**src/rtl/rr_mux_reg.sv**
```systemverilog
// ---------------------------------------------------------------------------
// rr_mux_reg
//
// N-channel, WIDTH-bit merge point with one registered output stage. Each
// producer offers a word with in_valid and sees it taken on in_ready. An
// internal arbiter picks one channel per cycle, either round-robin (MODE 0)
// or lowest-index-wins (MODE 1). The chosen word is captured into a single
// output register and presented to the consumer with out_valid/out_ready.
// The output register is held stable while the consumer stalls.
//
// Parameters
//   WIDTH    : data width per channel (>= 1)
//   CHANNELS : number of input channels (>= 2)
//   MODE     : 0 = round-robin, 1 = fixed priority (lowest index wins)
//   CW       : derived channel-index width, max(1, clog2(CHANNELS))
//
// Ports
//   clk       in   rising-edge clock
//   rst_n     in   asynchronous active-low reset
//   in_data   in   CHANNELS*WIDTH, channel i at [i*WIDTH +: WIDTH]
//   in_valid  in   CHANNELS, channel i offers a word
//   in_ready  out  CHANNELS, channel i's word taken this cycle (one-hot or 0)
//   out_data  out  WIDTH, registered selected word
//   out_chan  out  CW, channel that supplied out_data
//   out_valid out  1, output register holds a word
//   out_ready in   1, consumer accepts out_data this cycle
// ---------------------------------------------------------------------------
module rr_mux_reg #(
  parameter  int WIDTH    = 8,
  parameter  int CHANNELS = 4,
  parameter  int MODE     = 0,
  localparam int CW       = (CHANNELS > 2) ? $clog2(CHANNELS) : 1
) (
  input  logic                      clk,
  input  logic                      rst_n,
  input  logic [CHANNELS*WIDTH-1:0] in_data,
  input  logic [CHANNELS-1:0]       in_valid,
  output logic [CHANNELS-1:0]       in_ready,
  output logic [WIDTH-1:0]          out_data,
  output logic [CW-1:0]             out_chan,
  output logic                      out_valid,
  input  logic                      out_ready
);

  // Highest legal channel index, used for the explicit pointer wrap.
  localparam logic [CW-1:0] LAST_CHAN = CW'(CHANNELS - 1);

  // -------------------------------------------------------------------------
  // State
  // -------------------------------------------------------------------------
  logic [WIDTH-1:0] out_data_q;
  logic [WIDTH-1:0] out_data_d;
  logic [CW-1:0]    out_chan_q;
  logic [CW-1:0]    out_chan_d;
  logic             out_valid_q;
  logic             out_valid_d;
  logic [CW-1:0]    ptr_q;
  logic [CW-1:0]    ptr_d;

  // -------------------------------------------------------------------------
  // Combinational arbitration signals
  // -------------------------------------------------------------------------
  logic             load_s;      // output register can take a word
  logic             any_valid_s; // at least one channel is offering
  logic [CW-1:0]    grant_s;     // winning channel this cycle
  logic             xfer_s;      // a word moves into the register at the edge
  logic [WIDTH-1:0] sel_data_s;  // word of the winning channel

  // The register is free when empty or when it is being drained this cycle,
  // which is what gives back-to-back throughput without a bubble.
  assign load_s = ~out_valid_q | out_ready;
  assign xfer_s = load_s & any_valid_s;

  // Arbiter: search from ptr (round-robin) or from 0 (fixed priority) and
  // take the first offering channel. The index is wrapped by subtraction so
  // that non-power-of-two channel counts never index past CHANNELS-1.
  always_comb begin
    int          idx;
    logic [CW-1:0] idx_cw;
    logic        found;
    any_valid_s = 1'b0;
    grant_s     = '0;
    found       = 1'b0;
    idx         = 0;
    idx_cw      = '0;
    for (int k = 0; k < CHANNELS; k++) begin
      if (MODE == 0) begin
        idx = int'(ptr_q) + k;
      end else begin
        idx = k;
      end
      if (idx >= CHANNELS) begin
        idx = idx - CHANNELS;
      end else begin
        idx = idx;
      end
      idx_cw = CW'(idx);
      if (!found && in_valid[idx_cw]) begin
        found   = 1'b1;
        grant_s = idx_cw;
      end else begin
        found   = found;
      end
    end
    any_valid_s = found;
  end

  // Data select for the granted channel; constant part-selects keep this a
  // plain mux with no variable-width arithmetic on the index.
  always_comb begin
    sel_data_s = '0;
    for (int i = 0; i < CHANNELS; i++) begin
      if (int'(grant_s) == i) begin
        sel_data_s = in_data[i*WIDTH +: WIDTH];
      end else begin
        sel_data_s = sel_data_s;
      end
    end
  end

  // Handshake back to producers: only the granted channel sees ready, and
  // only while the register can load. Gated by rst_n so producers never see
  // an acceptance while the block is held in reset.
  always_comb begin
    in_ready = '0;
    for (int i = 0; i < CHANNELS; i++) begin
      if ((int'(grant_s) == i) && xfer_s && rst_n) begin
        in_ready[i] = 1'b1;
      end else begin
        in_ready[i] = 1'b0;
      end
    end
  end

  // Next-state for the output register and round-robin pointer.
  always_comb begin
    out_data_d  = out_data_q;
    out_chan_d  = out_chan_q;
    out_valid_d = out_valid_q;
    ptr_d       = ptr_q;
    if (xfer_s) begin
      out_data_d  = sel_data_s;
      out_chan_d  = grant_s;
      out_valid_d = 1'b1;
      // Pointer moves past the winner only on an actual transfer, so a
      // stalled grant never costs a channel its turn.
      if (MODE == 0) begin
        if (grant_s == LAST_CHAN) begin
          ptr_d = '0;
        end else begin
          ptr_d = grant_s + CW'(1);
        end
      end else begin
        ptr_d = ptr_q;
      end
    end else if (out_valid_q && out_ready) begin
      // Drained with nothing to replace it: data and channel hold.
      out_valid_d = 1'b0;
    end else begin
      out_valid_d = out_valid_q;
    end
  end

  // State registers with asynchronous clear; a held word is discarded.
  always_ff @(posedge clk or negedge rst_n) begin
    if (!rst_n) begin
      out_data_q  <= '0;
      out_chan_q  <= '0;
      out_valid_q <= 1'b0;
      ptr_q       <= '0;
    end else begin
      out_data_q  <= out_data_d;
      out_chan_q  <= out_chan_d;
      out_valid_q <= out_valid_d;
      ptr_q       <= ptr_d;
    end
  end

  assign out_data  = out_data_q;
  assign out_chan  = out_chan_q;
  assign out_valid = out_valid_q;

endmodule

```
**config.mk**
```make
export PLATFORM = sky130hd
export DESIGN_NAME = rr_mux_reg
export DESIGN_NICKNAME = d
export VERILOG_FILES = /design/src/rtl/rr_mux_reg.sv
export SDC_FILE = /design/constraint.sdc
export NUM_CORES = 1
export LEC_CHECK = 0
export ABC_AREA = 1
export CAP_MARGIN = 10
export CORE_MARGIN = 5
export CORE_UTILIZATION = 25
export DETAILED_ROUTE_END_ITERATION = 7
export REMOVE_ABC_BUFFERS = 1
export SLEW_MARGIN = 0
export SYNTH_ARGS = -nofsm -noshare
export SYNTH_HDL_FRONTEND = slang
export SYNTH_SLANG_ARGS = --single-unit
```
**constraint.sdc**
```tcl
create_clock -name clk -period 4.32 [get_ports clk]
set_input_delay 0.432 -clock clk [delete_from_list [all_inputs] [get_ports clk]]
set_output_delay 0.432 -clock clk [all_outputs]
set_load 0.1 [all_outputs]
```
==> results.sh <==
export IMPL_start_util_pct=26.3
export IMPL_critPathSlowestCell="dfrtp_1"
export IMPL_vias=1279
export IMPL_routed_wirelength_um=3510
export IMPL_cts_tree="yes"
export IMPL_yosysTopAreaCell="dfrtp_1"
export IMPL_cp_required_ns=3.89
export IMPL_met2_length_um=1800
export IMPL_layout_min_cycle_time_ns=3.31
export IMPL_routedWlPerCell_um=12.1
export IMPL_cts_root_buf="clkbuf_8"
export IMPL_grt_ovfl_total=0
export IMPL_hpwl_um=2800
export IMPL_cts_sinks=13
export IMPL_path_cells="inv_2, nand2_1, nand3_1, nand2_1, nand2_1, nand2_1, nand2_1, nand3_1, ha_1, inv_1, nor3_2, buf_4"
export IMPL_drv_cap=0
export IMPL_critPathTopFamily="simple AND/OR/NAND/NOR gates"
export IMPL_wl_met1_um=1520
export IMPL_gp_congestion=0.802
export IMPL_fill_cells=497
export IMPL_synth_edff_count=0
export IMPL_finalHoldWorstSlack_ns=0.485
export IMPL_cts_clk_slew_worst_paths_ns=0.06
export IMPL_track_usage_pct=11.2
export IMPL_die_h_um=78.4
export IMPL_top_layer="met4"
export IMPL_synth_cell_type_count=17
export IMPL_drtAntennaViolNets=0
export IMPL_cp_max_fo=11
export IMPL_r2r_cells=17
export IMPL_post_cts_buffers=0
export IMPL_grt_max_degree=21
export IMPL_crit_path_frequent_cell="nand2_1"
export IMPL_critPathLaunchType="register"
export IMPL_vias_per_cell=4.41
export IMPL_syn_area_um2=1170
export IMPL_dp_slack_ns=1.04
export IMPL_final_max_slew_viol_count=0
export IMPL_ys_seq_area_share_pct=27.8
export IMPL_numCtsBuffers=3
export IMPL_avgSynthCellArea_um2=6.25
export IMPL_netlist_instances=187
export IMPL_cts_resized=0
export IMPL_path_depth=12
export IMPL_worst_slack_ns=1.01
export IMPL_area_growth_pct=49.7
export IMPL_antenna_found_initial=0
export IMPL_fmax_ghz=0.302
export IMPL_io_pins=54
export IMPL_diodes=0
export IMPL_slowest_delay_ns=0.55
export IMPL_core_um2=4440
export IMPL_met3_length_um=132
export IMPL_grt_pass1_vias=1183
export IMPL_clk_latency_ns=0.25
export IMPL_regArea_um2=325
export IMPL_setup_worst_path_end_class="output port"
export IMPL_ys_ff_latch=13
export IMPL_dieWidth_um=78.4
export IMPL_h_tree_depth=1
export IMPL_netlist_top_cells_area="dfrtp_1, nand2_1, nand2_2, o21ai_0, inv_1"
export IMPL_clockBufferDepth=2
export IMPL_grt_pass1_wl_um=5510
export IMPL_relSlewSlack_pct=32.6
export IMPL_finalCritPeriodShare_pct=76.7
export IMPL_ys_flop_type="dfrtp_1"
export IMPL_io_buffers=53
export IMPL_rows=24
export IMPL_nNetsFinal=282
export IMPL_first_iter_violations=48
export IMPL_hold_depth=2
export IMPL_die_area_um2=6140
export IMPL_fin_util_pct=39.4
export IMPL_multiInputGateArea_um2=718
export IMPL_finalHoldViolCount=0
export IMPL_hold_path_class="reg -> reg"
export IMPL_drt_pass1_iterations=4
export IMPL_hold_buffers=0
export IMPL_worst_pin_slew_ns=1.01
export IMPL_grt_setup_unrepaired="false"
export IMPL_status="finished clean"
export IMPL_setup_viol=0
export IMPL_synth_top_cell_area_share_pct=27.8
export IMPL_drc=0
export IMPL_crit_arrival_ns=2.88
export IMPL_yosysWarnings=0
export IMPL_path_class="reg -> out"
export IMPL_synth_async_sr_flop_share_pct=100
export IMPL_crit_buf_inv=3
export IMPL_drive_gt1_share_pct=15.1
export IMPL_skew_ns=0.00235
export IMPL_fin_tns_setup_ns=0
layer usage:
layer / vias up / track usage (%)
met5: - / 0
met4: 0 / 2.97
met3: 4 / 2.40
met2: 25 / 18.6
met1: 565 / 14.6
li1: 685 / -
tightest hold or removal path, delay by kind of cell, from the launching register on:
family,cells,cell delay (ns)
flip-flops,1,0.34
AND/OR/NAND/NOR,2,0.12
layout by cell type, fill, tap and decap left out:
master / Yosys / routed
inv_2: 3 / 3
clkbuf_8: 0 / 3
nand2_1: 81 / 81
nand3_1: 6 / 6
clkbuf_1: 4 / 1
nand3_2: 2 / 2
nor2_1: 6 / 6
ha_1: 4 / 4
nor3_1: 1 / 1
o21ai_0: 18 / 18
dfrtp_1: 13 / 13
a21oi_1: 8 / 8
clkdlybuf4s50_1: 0 / 49
nor2_4: 1 / 1
nor3_2: 2 / 2
inv_1: 15 / 15
nand2_2: 20 / 20
buf_4: 0 / 5
per-stage QoR:
stage | instances | cell area, um2
2_1_floorplan | 180 | 1110
3_3_place_gp | 286 | 1700
3_5_place_dp | 286 | 1700
4_1_cts | 290 | 1750
5_1_grt | 290 | 1750
6_report | 290 | 1750
path summary, 6_finish.rpt:
check	from	end	slack [ns]
setup / recovery	ptr_q[0]	in_ready[2]	1.01
hold / removal	out_data[0]	out_data[0]	0.49
setup reg to reg	ptr_q[0]	out_data[5]	1.35
hold reg to reg	out_data[0]	out_data[0]	0.49
max in group asynchronous	rst_n	out_valid	3.63
min in group asynchronous	rst_n	out_data[3]	0.51
cells by family after synthesis:
kind of cell	count (synthesis)	share of synthesized area (%)
and+or+nand+nor	119	46.0
AOI/OAI and AO/OA	26	11.1
buffers and inverters	25	10.7
DFF	13	27.8
adders and majority gates	4	4.28
area by class of cell:
class | instances | share of cell area, %
Tap cell | 52 | 3.72
Sequential cell | 13 | 18.6
Inverter | 18 | 3.86
Clock buffer | 4 | 2.58
Timing Repair Buffer | 54 | 30.2
Multi-Input combinational cell | 149 | 41.1
synthesized netlist by cell type (2+ instances only):
library cell and count:
o21ai_0 18, inv_2 3, nor2_1 6, nand3_2 2
nand2_1 81, clkbuf_1 4, ha_1 4, nand3_1 6
buf_6 2, nor3_2 2, a21oi_1 8, inv_1 15
nand2_2 20, dfrtp_1 13
state kept, by name (all words and copies together), names as in the netlist:
register and count:
out_valid 1, out_chan 2, ptr_q 2, out_data 8
Power is left out: the tool's default activity adds up to more than one toggle a clock period on the data nets, which glitch-free logic cannot reach.
